==> src/rtl/cam_pkg.sv <==
//------------------------------------------------------------------------------
// Module      : cam_pkg
// Description : Shared types and constants for the camera frame writer:
//               capture FSM state encoding, memory command instruction code
//               and counter widths.
// Revision    : 1.0 - initial release
//------------------------------------------------------------------------------
`default_nettype none

package cam_pkg;

   // Capture FSM states, explicitly encoded
   typedef enum logic [2:0] {
      ST_IDLE    = 3'd0,
      ST_ARM     = 3'd1,
      ST_SYNC    = 3'd2,
      ST_CAPTURE = 3'd3,
      ST_FLUSH   = 3'd4,
      ST_DONE    = 3'd5
   } cap_state_t;

   // Memory-controller command instruction used for every burst (write)
   localparam logic [2:0] c_cmd_instr_wr = 3'b000;

   // Width of the per-frame byte counter (covers 160x120x4 with margin)
   localparam int c_byte_cnt_w = 24;

   // Width of the pending (written but not yet commanded) word counter
   localparam int c_pend_w = 16;

endpackage

`default_nettype wire

==> src/rtl/cam_sync_edge.sv <==
//------------------------------------------------------------------------------
// Module      : cam_sync_edge
// Description : Brings the asynchronous camera pins into the clk domain with
//               two-flop synchronisers and flags rising edges of the pixel
//               clock. Data and pclk share the same depth so a byte is sampled
//               together with the pclk edge it belongs to.
// Revision    : 1.0 - initial release
//------------------------------------------------------------------------------
`default_nettype none

module cam_sync_edge
   import cam_pkg::*;
(
   input  logic       clk,
   input  logic       rst,
   input  logic       cam_pclk,
   input  logic       cam_href,
   input  logic       cam_vsync,
   input  logic [7:0] cam_data,
   output logic       pclk_rise,
   output logic       href_s,
   output logic       vsync_s,
   output logic [7:0] data_s
);

   // [0] metastable stage, [1] synchronised, [2] previous synchronised value
   logic [2:0] r_pclk_sh;
   logic [1:0] r_href_sh;
   logic [1:0] r_vsync_sh;
   logic [7:0] r_data_s1;
   logic [7:0] r_data_s2;

   // Two-flop synchronisers plus one history stage on pclk for edge detection
   always_ff @(posedge clk) begin
      if (rst) begin
         r_pclk_sh  <= '0;
         r_href_sh  <= '0;
         r_vsync_sh <= '0;
         r_data_s1  <= '0;
         r_data_s2  <= '0;
      end else begin
         r_pclk_sh  <= {r_pclk_sh[1:0], cam_pclk};
         r_href_sh  <= {r_href_sh[0], cam_href};
         r_vsync_sh <= {r_vsync_sh[0], cam_vsync};
         r_data_s1  <= cam_data;
         r_data_s2  <= r_data_s1;
      end
   end

   assign pclk_rise = r_pclk_sh[1] & ~r_pclk_sh[2];
   assign href_s    = r_href_sh[1];
   assign vsync_s   = r_vsync_sh[1];
   assign data_s    = r_data_s2;

endmodule

`default_nettype wire

==> src/rtl/cam_frame_writer.sv <==
//------------------------------------------------------------------------------
// Module      : cam_frame_writer
// Description : Captures one camera frame per begin_cap, packs bytes
//               little-endian into DATA_W words for a write FIFO and issues
//               burst write commands. Partial words and short final bursts
//               are flushed at end of frame.
//               Optional macro CAM_DECIMATE_EN: keep only even pixels of even
//               lines (quarter-size frame).
// Revision    : 1.0 - initial release
//------------------------------------------------------------------------------
`default_nettype none

module cam_frame_writer
   import cam_pkg::*;
#(
   parameter int          H_RES         = 160,
   parameter int          V_RES         = 120,
   parameter int          BYTES_PER_PIX = 2,
   parameter int          DATA_W        = 32,
   parameter int          BURST_LEN     = 16,
   parameter logic [29:0] BASE_ADDR     = 30'h0
) (
   input  logic              clk,
   input  logic              rst,
   input  logic              begin_cap,
   input  logic              abort,
   output logic              busy,
   output logic              frame_done,
   output logic              overflow,
   input  logic              cam_pclk,
   input  logic              cam_href,
   input  logic              cam_vsync,
   input  logic [7:0]        cam_data,
   output logic              wr_en,
   output logic [DATA_W-1:0] wr_data,
   input  logic              wr_full,
   output logic              cmd_en,
   output logic [5:0]        cmd_bl,
   output logic [29:0]       cmd_addr,
   input  logic              cmd_full
);

   localparam int c_bpw    = DATA_W / 8;
   localparam int c_pack_w = (c_bpw > 1) ? $clog2(c_bpw) : 1;
   localparam logic [c_pack_w-1:0] c_pack_last = c_pack_w'(c_bpw - 1);
`ifdef CAM_DECIMATE_EN
   localparam int c_total = H_RES * V_RES * BYTES_PER_PIX / 4;
`else
   localparam int c_total = H_RES * V_RES * BYTES_PER_PIX;
`endif
   localparam logic [c_byte_cnt_w-1:0] c_total_cnt = c_byte_cnt_w'(c_total);
   localparam logic [c_pend_w-1:0]     c_burst     = c_pend_w'(BURST_LEN);
   localparam logic [5:0]              c_bl_full   = 6'(BURST_LEN - 1);
   localparam logic [29:0]             c_addr_step = 30'(BURST_LEN * DATA_W / 8);

   cap_state_t r_state;
   cap_state_t w_state_nxt;

   logic                    w_pclk_rise;
   logic                    w_href_s;
   logic                    w_vsync_s;
   logic [7:0]              w_byte;
   logic                    r_vsync_d;
   logic                    w_vsync_rise;
   logic                    w_take;
   logic                    w_store;
   logic                    w_capture;
   logic                    w_start;
   logic                    w_abort;
   logic                    w_cnt_hit;

   logic [c_pack_w-1:0]     r_pack_cnt;
   logic [DATA_W-1:0]       r_pack_data;
   logic [DATA_W-1:0]       w_word;
   logic                    w_word_done;
   logic                    w_flush_push;
   logic                    w_push_req;
   logic                    w_push;
   logic                    w_drop;
   logic [DATA_W-1:0]       w_push_data;
   logic [c_byte_cnt_w-1:0] r_byte_cnt;

   logic [c_pend_w-1:0]     r_pending;
   logic                    w_cmd_full;
   logic                    w_cmd_last;
   logic                    w_cmd;
   logic [5:0]              w_cmd_bl;
   logic [29:0]             r_next_addr;

   logic                    r_wr_en;
   logic [DATA_W-1:0]       r_wr_data;
   logic                    r_cmd_en;
   logic [5:0]              r_cmd_bl;
   logic [29:0]             r_cmd_addr;
   logic                    r_overflow;

   cam_sync_edge u_sync (
      .clk       (clk),
      .rst       (rst),
      .cam_pclk  (cam_pclk),
      .cam_href  (cam_href),
      .cam_vsync (cam_vsync),
      .cam_data  (cam_data),
      .pclk_rise (w_pclk_rise),
      .href_s    (w_href_s),
      .vsync_s   (w_vsync_s),
      .data_s    (w_byte)
   );

   assign w_take       = w_pclk_rise & w_href_s;
   assign w_capture    = (r_state == ST_CAPTURE);
   assign w_start      = (r_state == ST_IDLE) && begin_cap;
   assign w_abort      = abort && (r_state != ST_IDLE);
   assign w_vsync_rise = w_vsync_s & ~r_vsync_d;

`ifdef CAM_DECIMATE_EN
   localparam int c_pix_w = (BYTES_PER_PIX > 1) ? $clog2(BYTES_PER_PIX) : 1;
   localparam logic [c_pix_w-1:0] c_pix_last = c_pix_w'(BYTES_PER_PIX - 1);

   logic [c_pix_w-1:0] r_pix_byte;
   logic               r_pix_odd;
   logic               r_line_odd;
   logic               r_href_d;

   // Track pixel and line parity inside the active frame; href falling ends a line
   always_ff @(posedge clk) begin
      if (rst || !w_capture) begin
         r_pix_byte <= '0;
         r_pix_odd  <= 1'b0;
         r_line_odd <= 1'b0;
         r_href_d   <= 1'b0;
      end else begin
         r_href_d <= w_href_s;
         if (r_href_d && !w_href_s) begin
            r_pix_byte <= '0;
            r_pix_odd  <= 1'b0;
            r_line_odd <= ~r_line_odd;
         end else if (w_take) begin
            if (r_pix_byte == c_pix_last) begin
               r_pix_byte <= '0;
               r_pix_odd  <= ~r_pix_odd;
            end else begin
               r_pix_byte <= r_pix_byte + 1'b1;
            end
         end
      end
   end

   assign w_store = w_capture && w_take && !r_pix_odd && !r_line_odd;
`else
   assign w_store = w_capture && w_take;
`endif

   assign w_cnt_hit = w_store && ((r_byte_cnt + 1'b1) == c_total_cnt);

   // Insert the incoming byte into its lane of the word being built
   always_comb begin
      w_word = r_pack_data;
      for (int i = 0; i < c_bpw; i++) begin
         if (c_pack_w'(i) == r_pack_cnt) begin
            w_word[i*8 +: 8] = w_byte;
         end
      end
   end

   assign w_word_done  = w_store && (r_pack_cnt == c_pack_last);
   assign w_flush_push = (r_state == ST_FLUSH) && (r_pack_cnt != '0);
   assign w_push_req   = w_word_done || w_flush_push;
   assign w_push_data  = w_word_done ? w_word : r_pack_data;
   assign w_push       = w_push_req && !wr_full && !w_abort;
   assign w_drop       = w_push_req && wr_full && !w_abort;

   // Full bursts any time enough words are pending; short burst only once the
   // last partial word has been pushed in FLUSH
   assign w_cmd_full = (r_pending >= c_burst) && !cmd_full && !w_abort;
   assign w_cmd_last = (r_state == ST_FLUSH) && (r_pack_cnt == '0) &&
                       (r_pending != '0) && (r_pending < c_burst) &&
                       !cmd_full && !w_abort;
   assign w_cmd      = w_cmd_full || w_cmd_last;
   assign w_cmd_bl   = w_cmd_full ? c_bl_full : (r_pending[5:0] - 6'd1);

   // State register
   always_ff @(posedge clk) begin
      if (rst) begin
         r_state <= ST_IDLE;
      end else begin
         r_state <= w_state_nxt;
      end
   end

   // Next-state logic; abort overrides every active state
   always_comb begin
      w_state_nxt = r_state;
      if (w_abort) begin
         w_state_nxt = ST_IDLE;
      end else begin
         case (r_state)
            ST_IDLE:    if (begin_cap)                 w_state_nxt = ST_ARM;
            ST_ARM:     if (w_vsync_s)                 w_state_nxt = ST_SYNC;
            ST_SYNC:    if (!w_vsync_s)                w_state_nxt = ST_CAPTURE;
            ST_CAPTURE: if (w_vsync_rise || w_cnt_hit) w_state_nxt = ST_FLUSH;
            ST_FLUSH:   if ((r_pack_cnt == '0) && (r_pending == '0))
                                                       w_state_nxt = ST_DONE;
            ST_DONE:                                   w_state_nxt = ST_IDLE;
            default:                                   w_state_nxt = ST_IDLE;
         endcase
      end
   end

   // State-decoded outputs
   always_comb begin
      busy       = (r_state != ST_IDLE);
      frame_done = (r_state == ST_DONE);
   end

   // Previous synchronised vsync for rising-edge detection
   always_ff @(posedge clk) begin
      if (rst) begin
         r_vsync_d <= 1'b0;
      end else begin
         r_vsync_d <= w_vsync_s;
      end
   end

   // Byte packing and per-frame byte count
   always_ff @(posedge clk) begin
      if (rst || w_start || w_abort) begin
         r_pack_cnt  <= '0;
         r_pack_data <= '0;
         r_byte_cnt  <= '0;
      end else if (w_store) begin
         r_byte_cnt <= r_byte_cnt + 1'b1;
         if (w_word_done) begin
            r_pack_cnt  <= '0;
            r_pack_data <= '0;
         end else begin
            r_pack_data <= w_word;
            r_pack_cnt  <= r_pack_cnt + 1'b1;
         end
      end else if (w_flush_push) begin
         r_pack_cnt  <= '0;
         r_pack_data <= '0;
      end
   end

   // FIFO push, burst commands, address and pending-word bookkeeping
   always_ff @(posedge clk) begin
      if (rst) begin
         r_wr_en     <= 1'b0;
         r_wr_data   <= '0;
         r_cmd_en    <= 1'b0;
         r_cmd_bl    <= '0;
         r_cmd_addr  <= BASE_ADDR;
         r_next_addr <= BASE_ADDR;
         r_pending   <= '0;
         r_overflow  <= 1'b0;
      end else begin
         r_wr_en  <= w_push;
         r_cmd_en <= w_cmd;
         if (w_push) begin
            r_wr_data <= w_push_data;
         end
         if (w_start) begin
            r_cmd_addr  <= BASE_ADDR;
            r_next_addr <= BASE_ADDR;
            r_pending   <= '0;
            r_overflow  <= 1'b0;
         end else if (w_abort) begin
            r_pending <= '0;
         end else begin
            if (w_drop) begin
               r_overflow <= 1'b1;
            end
            if (w_cmd) begin
               r_cmd_bl    <= w_cmd_bl;
               r_cmd_addr  <= r_next_addr;
               r_next_addr <= r_next_addr + c_addr_step;
            end
            if (w_cmd_last) begin
               r_pending <= '0;
            end else begin
               r_pending <= r_pending + {{(c_pend_w-1){1'b0}}, w_push}
                                      - (w_cmd_full ? c_burst : '0);
            end
         end
      end
   end

   assign wr_en    = r_wr_en;
   assign wr_data  = r_wr_data;
   assign cmd_en   = r_cmd_en;
   assign cmd_bl   = r_cmd_bl;
   assign cmd_addr = r_cmd_addr;
   assign overflow = r_overflow;

endmodule

`default_nettype wire

==> config.mk <==
export PLATFORM = sky130hd
export DESIGN_NAME = cam_frame_writer
export DESIGN_NICKNAME = d
export VERILOG_FILES = /design/src/rtl/cam_pkg.sv /design/src/rtl/cam_sync_edge.sv /design/src/rtl/cam_frame_writer.sv
export SDC_FILE = /design/constraint.sdc
export NUM_CORES = 1
export LEC_CHECK = 0
export BUFFER_PORTS_ARGS = -buffer_cell sky130_fd_sc_hd__buf_2
export CORE_ASPECT_RATIO = 0.5
export CORE_MARGIN = 8
export CORE_UTILIZATION = 55
export CTS_BUF_LIST = sky130_fd_sc_hd__clkbuf_8
export DETAILED_ROUTE_END_ITERATION = 7
export GPL_ROUTABILITY_DRIVEN = 0
export PLACE_DENSITY_LB_ADDON = 0.3
export SKIP_CTS_REPAIR_TIMING = 1
export SYNTH_ARGS = -nofsm -noshare
export SYNTH_HDL_FRONTEND = slang
export SYNTH_SLANG_ARGS = --single-unit
==> constraint.sdc <==
create_clock -name clk -period 3.79 [get_ports clk]
set_clock_uncertainty 0.15 [all_clocks]
set_input_delay 0.758 -clock clk [delete_from_list [all_inputs] [get_ports clk]]
set_output_delay 0.758 -clock clk [all_outputs]
set_load 0.01 [all_outputs]
# Word level (Yosys, flattened, before mapping)
# Cells that the tools add are included.
# word_totals
reg_bits	202
in_bits	17
output_inout_bits	73
elab_cells	107
# classes
addsub	6
order_cmp	2
eq_ne	15
n_mux	19
n_bitwise	7
n_reduce_logical	40
# ops
operator	count
$mux 32	4
$mux 8	4
$add 30x7->30 const B	1
$add 24x1->24 const B	1
$eq 24x16->1 const B	1
$logic_and 1x1->1	18
$add 16x1->16	1
$ge 16x5->1 const B	1
$logic_not 16->1	1
$lt 16x5->1 const B	1
$reduce_bool 16->1	1
$sub 16x5->16	1
$mux 3	5
$pmux 3 s5	1
$eq 3x2->1 const B	2
$eq 3x3->1 const B	2
$mux 2	3
$mux 6	1
$ne 2x1->1 const B	3
$sub 6x1->6 const B	1
$logic_or 1x1->1	5
$mux 5	1
$reduce_and 5->1	1
$eq 2x2->1 const A	2
16 further kinds	27

# Depth between registers and ports, before layout
# Gate-level depths: netlist of run 1.
# logic_depth
word_depth	10
ltp_mapped	18

# Modules after synthesis
# Synthesis of run 1 repeated with hierarchy kept, for this count alone.
# unflattened
hier_cells	956
hier_area_um2	8614.5
# by_module_without_submodules
module	n_inst	cells_per_inst	area_per_inst_um2	seq_area_each_um2
cam_frame_writer	1	907	7938.9	3343.2
cam_sync_edge	1	49	675.6	460.4

# Worst setup path after synthesis of run 1
# OpenSTA, ideal clock, no wires.
# synth_path
path_kind	flip-flop to flip-flop
start	register r_state[2]
end	register r_pending[13]
setup_time_ns	0.121
arrival_time_ns	3.519
setup_slack_ns	0.000
stages_incl_launch_ff	17
n_path_buf	3
period_less_slack_ns	3.790
path_cell_list	dfxtp_1 > buf_2 > nand3b_1 > nor3_2 > nand2_1 > a21oi_1 > nor2b_1 > buf_2 > buf_2 > ha_1 > a211oi_1 > o21bai_1 > a21oi_1 > o21ai_0 > a21oi_1 > o31ai_1 > mux2_2
# synth_via
elab_chain_len	8
word_cells_on_any_way	23
cone_classes	add/sub (2); eq/ne (2); mux (1); reduce/logical (18)
# synth_rtl
element	line	text
from (decl)	cam_frame_writer.sv:56	cap_state_t r_state;
from (signal assigned)	cam_frame_writer.sv:187	r_state <= w_state_nxt;
$eq 3x2->1	cam_frame_writer.sv:111	assign w_capture = (r_state == ST_CAPTURE);
$logic_and 1x1->1	cam_frame_writer.sv:151	assign w_store = w_capture && w_take;
$logic_and 1x1->1	cam_frame_writer.sv:166	assign w_word_done = w_store && (r_pack_cnt == c_pack_last);
$logic_or 1x1->1	cam_frame_writer.sv:168	assign w_push_req = w_word_done || w_flush_push;
$logic_and 1x1->1	cam_frame_writer.sv:170	assign w_push = w_push_req && !wr_full && !w_abort;
$logic_and 1x1->1 (*)	cam_frame_writer.sv:170	
net w_push	cam_frame_writer.sv:78	logic w_push;
$add 16x1->16 (*)	cam_frame_writer.sv:282	r_pending <= r_pending + {{(c_pend_w-1){1'b0}}, w_push}
$sub 16x5->16 (*)	cam_frame_writer.sv:283	- (w_cmd_full ? c_burst : '0);
to (signal assigned)	cam_frame_writer.sv:282	
to (decl)	cam_frame_writer.sv:83	logic [c_pend_w-1:0] r_pending;
# Mark *: on every way through the listed nets, which the timed path passes. The rest lies on a longest branch.
# A chain may end at the register's enable or synchronous reset.

# Final worst setup path of run 1
# layout_path
start	register r_state[0]
end	register r_pending[15]
# layout_via
elab_chain_len	8
word_cells_on_any_way	23
cone_classes	add/sub (2); eq/ne (2); mux (1); reduce/logical (18)
# layout_rtl
element	line
$eq 3x2->1	cam_frame_writer.sv:111
$logic_and 1x1->1	cam_frame_writer.sv:151
$logic_and 1x1->1	cam_frame_writer.sv:166
$logic_or 1x1->1	cam_frame_writer.sv:168
$logic_and 1x1->1 (2 in a row)	cam_frame_writer.sv:170
$add 16x1->16	cam_frame_writer.sv:282
$sub 16x5->16	cam_frame_writer.sv:283
# Parallel ways exist; a longest one is shown, timed or not.

==> results of run 1 <==
-- sequential cells by signal, summed over array words and instances, names as in the netlist --
register and count:
u_sync.r_href_sh 2, r_pack_cnt 2, r_next_addr 24, u_sync.r_pclk_sh 3
u_sync.r_data_s1 8, cmd_addr 24, r_byte_cnt 24, r_state 3
wr_data 32, cmd_en 1, u_sync.data_s 8, cmd_bl 6
r_pack_data 32, u_sync.r_vsync_sh 2, overflow 1, r_vsync_d 1
wr_en 1, r_pending 16
-- cell type report --
type	count	area share
clock buffer	18	0.02567
timing repair buffer	97	0.05393
tap	204	0.02645
multi-input combinational	694	0.4705
inverter	40	0.01556
clock inverter	14	0.01374
sequential	190	0.3941
-- cell families after synthesis --
group | Yosys count | synth area share
xor+xnor | 63 | 0.06336
buf+inv | 100 | 0.04770
flops | 190 | 0.4368
compound gates | 140 | 0.1160
mux | 53 | 0.06135
other cells | 1 | 0.0004306
simple gates | 393 | 0.2187
fa+ha+maj | 39 | 0.05575
-- routing by layer --
layer | vias up | GRT usage | routed length [um]
met4 | 2 | 0.04932 | 213
li1 | 3508 | - | -
met3 | 20 | 0.04033 | 781
met5 | - | 0 | 12
met2 | 149 | 0.3141 | 9079
met1 | 3322 | 0.2426 | 9349
-- stage by stage --
| step | instance area, um^2 | hold WS [ps] | power (W) |
|---|---|---|---|
| 2_1_floorplan | 8733 | 263.8 | 0.003045 |
| 4_1_cts | 9649 | 298.7 | 0.004602 |
| 3_5_place_dp | 9269 | 274.9 | 0.003312 |
| 5_1_grt | 9651 | 309.2 | 0.004827 |
| 6_report | 9651 | 298.4 | 0.004589 |
| 3_3_place_gp | 9269 | 271.0 | 0.003288 |
-- where the power goes --
part,internal (W),switching (W)
clock,0.000497,0.000796
combinational,0.000504,0.000662
sequential,0.00207,0.0000564
total,0.00307,0.00151
-- cell usage in the layout (no fill, tap or decap), types with 5 or more instances in the layout --
cell type  netlist  layout
dfxtp_1        190     190
nor2_1         166     166
buf_2            8      83
nand2_1         52      52
mux2i_1         50      50
xnor2_1         42      42
inv_1           39      40
ha_1            38      38
nand3_1         30      30
nor2b_1         31      30
a211oi_1        30      30
a22oi_1         25      25
nor3_1          24      24
xor2_1          21      21
a21oi_1         18      18
clkbuf_8         0      18
and3_1          16      16
nand4_1         16      16
buf_4            6      14
nor4_1          12      12
a311oi_1        12      12
o21ai_0          9       9
and2_1           8       8
nand2b_1         8       7
or3_1            6       6
o21a_1           6       6
conb_1           1       6
a31oi_1          6       5
inv_6            0       5
-- synthesized netlist by cell type (12+ instances only) --
cell type  number  area share
mux2i_1        50       0.057
nor2b_1        31       0.022
xnor2_1        42       0.042
and3_1         16       0.011
a311oi_1       12       0.012
a21oi_1        18       0.010
nand2_1        52       0.022
a211oi_1       30       0.026
nor4_1         12      0.0086
dfxtp_1       190        0.44
clkbuf_1       40       0.017
inv_1          39       0.017
xor2_1         21       0.021
nand3_1        30       0.017
ha_1           38       0.055
nor3_1         24       0.014
nand4_1        16       0.011
a22oi_1        25       0.022
nor2_1        166       0.072
-- how the worst min path moves through the flow --
stage / startpoint / end / slack (ps) / depth (start not counted)
floorplan: u_sync.r_data_s1[0]$_SDFF_PP0_ / u_sync.data_s[0]$_SDFF_PP0_ / 260 / 1
global placement: u_sync.r_pclk_sh[0]$_SDFF_PP0_ / u_sync.r_pclk_sh[1]$_SDFF_PP0_ / 270 / 1
detailed placement: u_sync.r_data_s1[6]$_SDFF_PP0_ / u_sync.data_s[6]$_SDFF_PP0_ / 270 / 1
CTS: u_sync.r_data_s1[6]$_SDFF_PP0_ / u_sync.data_s[6]$_SDFF_PP0_ / 300 / 1
global route: cam_data[4] / u_sync.r_data_s1[4]$_SDFF_PP0_ / 310 / 2
finish: u_sync.r_data_s1[6]$_SDFF_PP0_ / u_sync.data_s[6]$_SDFF_PP0_ / 300 / 1
==> flow_summary.yaml, run 1 <==
outcome:
  outcome: "completed"
global_routing:
  overflow: 0
  grt_usage: 0.1871
  first_global_vias: 6563
  antenna_found_initial: 1
  grt_pass1_wl_um: 32180
  grt_start_max_net_pins: 69
critical_path:
  crit_path_max_incr_delay_ps: 420
  reg2reg_depth: 13
  cp-endpoint: "r_pending[15]$_SDFF_PP0_"
  slowest_stage: "dfxtp_1"
  critPathBufInv: 2
  cp_top_family: "compound AO/OA/AOI/OAI gates"
  start_kind: "register"
  path_cells: "nor3_4, inv_2, and2_1, or2_1, a21o_2, ha_1, ha_1, a21oi_1, o21ai_0, buf_4, a31oi_1, o41a_1, mux2i_1"
  cp.arrival_ps: 3770
  rrSetupSlack_ps: 240
  crit_fanout: 9
  startpoint: "r_state[0]$_SDFFE_PP0P_"
  critPathMostFrequentCell: "ha_1"
  worstSetupPathType: "register to register"
  worstPathRequired_ps: 4010
  crit_path_end_kind: "register"
  r2r_end: "r_pending[15]$_SDFF_PP0_"
  r2r_start: "r_state[0]$_SDFFE_PP0P_"
  path_depth: 13
synth:
  synth-seq-cells: 190
  synthFlopType: "dfxtp_1"
  seq_area_frac_synth: 0.4368
  synth_cells: 979
  ys_async_sr_fraction: 0
  netlist_area_um2: 8708
  synth-edff-count: 0
  synth.avg_cell_area_um2: 8.895
  yosysWarnings: 0
  synth.distinct_cells: 61
layout:
  fillers: 1328
  instances_no_fill: 1257
  postLayoutCoreUtil: 0.6244
  regArea_um2: 3804
  multiInputGateArea_um2: 4541
  antenna_cells: 0
  nets: 1095
  area_delta_synth_final_pct: 10.82
  drive_gt1_frac: 0.1349
floorplan:
  dieArea_um2: 20360
  coreArea_um2: 15450
  rows: 32
  ios: 90
  initial_utilization: 0.5635
  die_h_um: 105.0
  die_x_um: 194.0
sta:
  drv_slew: 0
  fmax_mhz: 281.4
  setup_viol: 0
  timing_hold_violations_final: 0
  fin_crit_sh: 0.9376
  finalCriticalPeriod_ps: 3554
  fin_tns_setup_ps: 0
  tightest_slew_ps: 842.2
  maxSlewHeadroom: 0.4385
  rsz0062_at_grt: "no"
  worst_slack_ps: 236.4
detailed_routing:
  drc_errors: 0
  wl_um: 19440
  drtIter0Drc: 500
  vias_per_cell: 5.570
  num_vias: 7001
  drtPass1Iterations: 7
  wl_per_cell_um: 15.46
  antenna_left: 0
cts:
  cts_sinks: 190
  cts_buffers: 17
  htreeDepth: 4
  root_buffer: "clkbuf_8"
  cts_tree: "built"
  cts_buffer_depth: 2
  clock_latency_ps: 480
  clk_pin_slew_ps: 100
place:
  dp.cells: 1225
  port_buffers: 83
  place_ws_ps: 182.2
  place_hpwl_um: 13780
worst_hold_path:
  hold_path_class: "register to register"
pwr:
  ir_worst_vdd_v: 0.0002780
  leakage_nw: 3.807
  power.density_nw_per_um2: 475.5
flow_run:
  cap_violations: 0
No activity file was read; power rests on OpenSTA's default activity.
==> inputs of run 2 (changes only) <==
Settings changed: CELL_PAD_IN_SITES_DETAIL_PLACEMENT set to 0, CELL_PAD_IN_SITES_GLOBAL_PLACEMENT set to 2, CORE_UTILIZATION 55 to 34.
==> run 2 against run 1 <==
Effect of this change:
- utilization down 23 points
- sequential power about the same
- register-to-register slack better by 110 ps
- wire length up 6.4%
- hold slack worse by 2.5 ps
- final area up 1.9%
- non-clock buffer count unchanged
- power up 1.1%
- via count down 2.3%
- clock power up 3%
==> flow_summary.yaml, run 2 (synthesis gave the netlist of run 1 again) <==
sta:
  maxSlewHeadroom: 0.4395
  setup_viol: 0
  fin_crit_sh: 0.9088
  fmax_mhz: 290.3
  finalCriticalPeriod_ps: 3444
  rsz0062_at_grt: "no"
  tightest_slew_ps: 840.8
  drv_slew: 0
  timing_hold_violations_final: 0
  fin_tns_setup_ps: 0
layout:
  fillers: 2599
  layout_common_cells: "190 x dfxtp_1, 166 x nor2_1, 83 x buf_2, 52 x nand2_1, 50 x mux2i_1"
  regArea_um2: 3804
  antenna_cells: 0
  multiInputGateArea_um2: 4539
  drive_gt1_frac: 0.1339
  area_delta_synth_final_pct: 12.95
  layout_commonest_cell: "dfxtp_1"
  postLayoutCoreUtil: 0.3905
  nets: 1095
detailed_routing:
  wl_um: 20680
  drtPass1Iterations: 4
  drc_errors: 0
  num_vias: 6842
  wl_per_cell_um: 14.80
  antenna_left: 0
  drtIter0Drc: 457
  vias_per_cell: 4.898
place:
  port_buffers: 83
  place_hpwl_um: 14870
floorplan:
  die_h_um: 129.2
  ios: 90
  dieArea_um2: 31300
  die_x_um: 242.3
  coreArea_um2: 25190
  rows: 41
  initial_utilization: 0.3457
cts:
  cts_sinks: 190
  clock_latency_ps: 480
  cts_tree: "built"
  root_buffer: "clkbuf_8"
  cts_buffers: 17
  htreeDepth: 4
  clk_pin_slew_ps: 100
  cts_buffer_depth: 2
global_routing:
  grt_usage: 0.1338
  grt_start_max_net_pins: 66
  grt_pass1_wl_um: 34420
  first_global_vias: 6631
  overflow: 0
  antenna_found_initial: 0
critical_path:
  worstSetupPathType: "register to register"
  cp.arrival_ps: 3670
  path_cells: "nor3_4, inv_2, and2_1, or2_1, a21o_1, ha_1, ha_1, a21oi_1, o21ai_1, a21oi_1, o31ai_1, mux2_2"
  cp_top_family: "compound AO/OA/AOI/OAI gates"
  crit_fanout: 9
  crit_path_end_kind: "register"
  critPathBufInv: 1
  worstPathRequired_ps: 4010
  slowest_stage: "dfxtp_1"
  start_kind: "register"
  crit_path_max_incr_delay_ps: 420
  rrSetupSlack_ps: 350
outcome:
  outcome: "completed"
flow_run:
  cap_violations: 0
worst_hold_path:
  hold_path_class: "register to register"
pwr:
  leakage_nw: 3.808
  ir_worst_vdd_v: 0.0001891
  power.density_nw_per_um2: 471.5
==> run 2: path summary, 6_finish.rpt <==
kind                                        from                           to  cells after the start
setup / recovery         r_state[0]$_SDFFE_PP0P_     r_pending[13]$_SDFF_PP0_                     12
hold / removal    u_sync.r_data_s1[2]$_SDFF_PP0_  u_sync.data_s[2]$_SDFF_PP0_                      1
setup reg to reg         r_state[0]$_SDFFE_PP0P_     r_pending[13]$_SDFF_PP0_                     12
hold reg to reg   u_sync.r_data_s1[2]$_SDFF_PP0_  u_sync.data_s[2]$_SDFF_PP0_                      1
==> run 2: final cells by class <==
cell class,count,area share
clock buffers,18,0.02519
flip-flops and latches,190,0.3867
inverters,40,0.01527
well taps,344,0.04376
clock inverters,14,0.01336
repair buffers,97,0.05419
multi-input cells,694,0.4615
==> run 2: layer usage <==
metal | wire [um] | up-vias | track usage
met3 | 782 | 15 | 0.02999
met5 | 0 | - | 0
met2 | 9263 | 126 | 0.2140
li1 | - | 3513 | -
met4 | 218 | 0 | 0.03989
met1 | 10420 | 3188 | 0.1798
==> run 2: through the flow <==
step | total power [W] | cells | cell area [um^2] | hold WS, ps | worst slack, ps
after floorplan | 0.003045 | 984 | 8733 | 263.8 | 79.99
after global placement | 0.003346 | 1365 | 9457 | 270.7 | 128.7
after global routing | 0.004932 | 1397 | 9836 | 301.9 | 25.30
final | 0.004638 | 1397 | 9836 | 295.8 | 345.5
after CTS | 0.004701 | 1397 | 9836 | 281.3 | 230.2
after detailed placement | 0.003353 | 1365 | 9457 | 270.4 | 106.1
==> run 2: worst reg2reg max path, delay by kind of cell (launching register included) <==
family	cells	cell delay [ps]
simple gates	3	760
mux	1	360
fa+ha+maj	2	590
compound gates	5	1010
flops	1	420
buf+inv	1	50
==> run 2: where the power goes <==
part | total, W | leakage [nW] | switching, W | internal, W
Clock | 0.00133 | 0.188 | 0.000783 | 0.000549
Combinational | 0.00118 | 2.08 | 0.000659 | 0.000518
Sequential | 0.00213 | 1.54 | 0.0000559 | 0.00207
Total | 0.00464 | 3.81 | 0.00150 | 0.00314
==> inputs of run 3 (changes only) <==
Settings changed: BUFFER_PORTS_ARGS -buffer_cell sky130_fd_sc_hd__buf_2 to unset, CORE_UTILIZATION 34 to 37, CTS_CLUSTER_DIAMETER set to 60, DONT_BUFFER_PORTS set to 1.
==> run 3 against run 2 <==
Effect of this change:
- via count fell by 5.0%
- maximum frequency hardly changed
- non-clock buffer count shrank 83
- worst setup slack improved by 0.60 ps
- register-to-register slack about the same
- clock power down 7%
- final area is 5.0% lower
- power fell by 3.0%
- wire length up 0.55%
- combinational power is 6% lower
==> flow_summary.yaml, run 3 (synthesis gave the netlist of run 1 again) <==
critical_path:
  cp.arrival_ps: 3670
  worstSetupPathType: "register to register"
  crit_path_end_kind: "register"
  worstPathRequired_ps: 4010
  crit_fanout: 9
  start_kind: "register"
flow_run:
  cap_violations: 0
place:
  place_hpwl_um: 14820
  dp.cells: 1245
  port_buffers: 0
layout:
  area_delta_synth_final_pct: 7.256
  fillers: 2331
  nets: 1012
  layout_commonest_cell: "dfxtp_1"
  layout_common_cells: "190 x dfxtp_1, 166 x nor2_1, 52 x nand2_1, 50 x mux2i_1"
  drive_gt1_frac: 0.05773
  instances_no_fill: 1277
  antenna_cells: 0
cts:
  cts_sinks: 190
  cts_tree: "built"
  clk_pin_slew_ps: 90
  cts_buffer_depth: 2
  root_buffer: "clkbuf_8"
  htreeDepth: 4
  cts_buffers: 17
  clock_latency_ps: 490
detailed_routing:
  drtIter0Drc: 430
  vias_per_cell: 5.090
  drc_errors: 0
  wl_per_cell_um: 16.29
  drtPass1Iterations: 4
  wl_um: 20800
  num_vias: 6500
  antenna_left: 0
sta:
  fin_crit_sh: 0.9087
  fin_tns_setup_ps: 0
  fmax_mhz: 290.4
  setup_viol: 0
  timing_hold_violations_final: 0
  tightest_slew_ps: 713.0
  finalCriticalPeriod_ps: 3444
  drv_slew: 0
  rsz0062_at_grt: "no"
  maxSlewHeadroom: 0.5246
floorplan:
  die_x_um: 233.0
  coreArea_um2: 22980
  dieArea_um2: 29000
  rows: 39
  ios: 90
  initial_utilization: 0.3789
  die_h_um: 124.5
outcome:
  outcome: "completed"
global_routing:
  grt_pass1_wl_um: 33980
  first_global_vias: 6223
  grt_usage: 0.1453
  overflow: 0
  antenna_found_initial: 0
  grt_start_max_net_pins: 71
pwr:
  leakage_nw: 3.380
  power.density_nw_per_um2: 481.5
  ir_worst_vdd_v: 0.0002109
  power_w: 0.004497
worst_hold_path:
  hold_path_class: "primary input to register"
[run 3: cell types whose count changed in the layout (fill, tap and decap cells not counted), moves of 2 or more]
cell | previous run | this run
inv_8 | 2 | 0
buf_2 | 83 | 0
clkbuf_8 | 18 | 21
clkinvlp_4 | 4 | 1
clkinv_4 | 0 | 3
inv_1 | 40 | 42
inv_6 | 4 | 1
[run 3: critical path, cell delays in order (launching register included)]
cell and delay, ps:
dfxtp_1 410, nor3_4 290, inv_2 90, and2_1 190, or2_1 270, a21o_1 260, ha_1 300, ha_1 290
a21oi_1 90, o21ai_1 250, a21oi_1 110, o31ai_1 270, mux2_2 360
[run 3: final timing paths]
path	from	endpoint	slack, ps	depth (start not counted)
worst min-delay path	rst	cmd_bl[2]$_SDFFE_PP0P_	190	1
worst min register to register	u_sync.r_data_s1[4]$_SDFF_PP0_	u_sync.data_s[4]$_SDFF_PP0_	290	1
worst max register to register	r_state[0]$_SDFFE_PP0P_	r_pending[13]$_SDFF_PP0_	350	12
worst max-delay path	r_state[0]$_SDFFE_PP0P_	r_pending[13]$_SDFF_PP0_	350	12
[run 3: routing by layer]
metal  share of wire  global-route usage  routed length (um)  up-vias
met2            0.44              0.2231                9252       93
met4           0.017             0.05348                 349        0
met3           0.043             0.03274                 902       19
li1                -                   -                   -     3352
met5               0                   0                   0        -
met1            0.49              0.1966               10290     3036
[run 3: cell type report]
type,count,area (um^2),share of cell area
inverter,40,150.1,0.01608
clock buffer,21,289.0,0.03094
sequential,190,3804,0.4072
timing repair buffer,14,105.1,0.01125
multi-input combinational,694,4539,0.4860
tap,307,384.1,0.04113
clock inverter,11,68.82,0.007368
[run 3: report_power, final]
part           switching, W  internal (W)
clock network      0.000721      0.000518
registers         0.0000744       0.00207
logic              0.000622      0.000488
[run 3: per-stage QoR]
| stage | hold WS, ps | area [um^2] | util | setup slack [ps] |
|---|---|---|---|---|
| floorplan | 263.8 | 8733 | - | 79.99 |
| global placement | 269.9 | 8982 | 0.3908 | 392.4 |
| detailed placement | 273.1 | 8982 | 0.3908 | 270.1 |
| CTS | 134.1 | 9340 | 0.4064 | 231.5 |
| global route | 147.9 | 9340 | 0.4064 | 79.78 |
| finish | 187.8 | 9340 | 0.4064 | 346.1 |
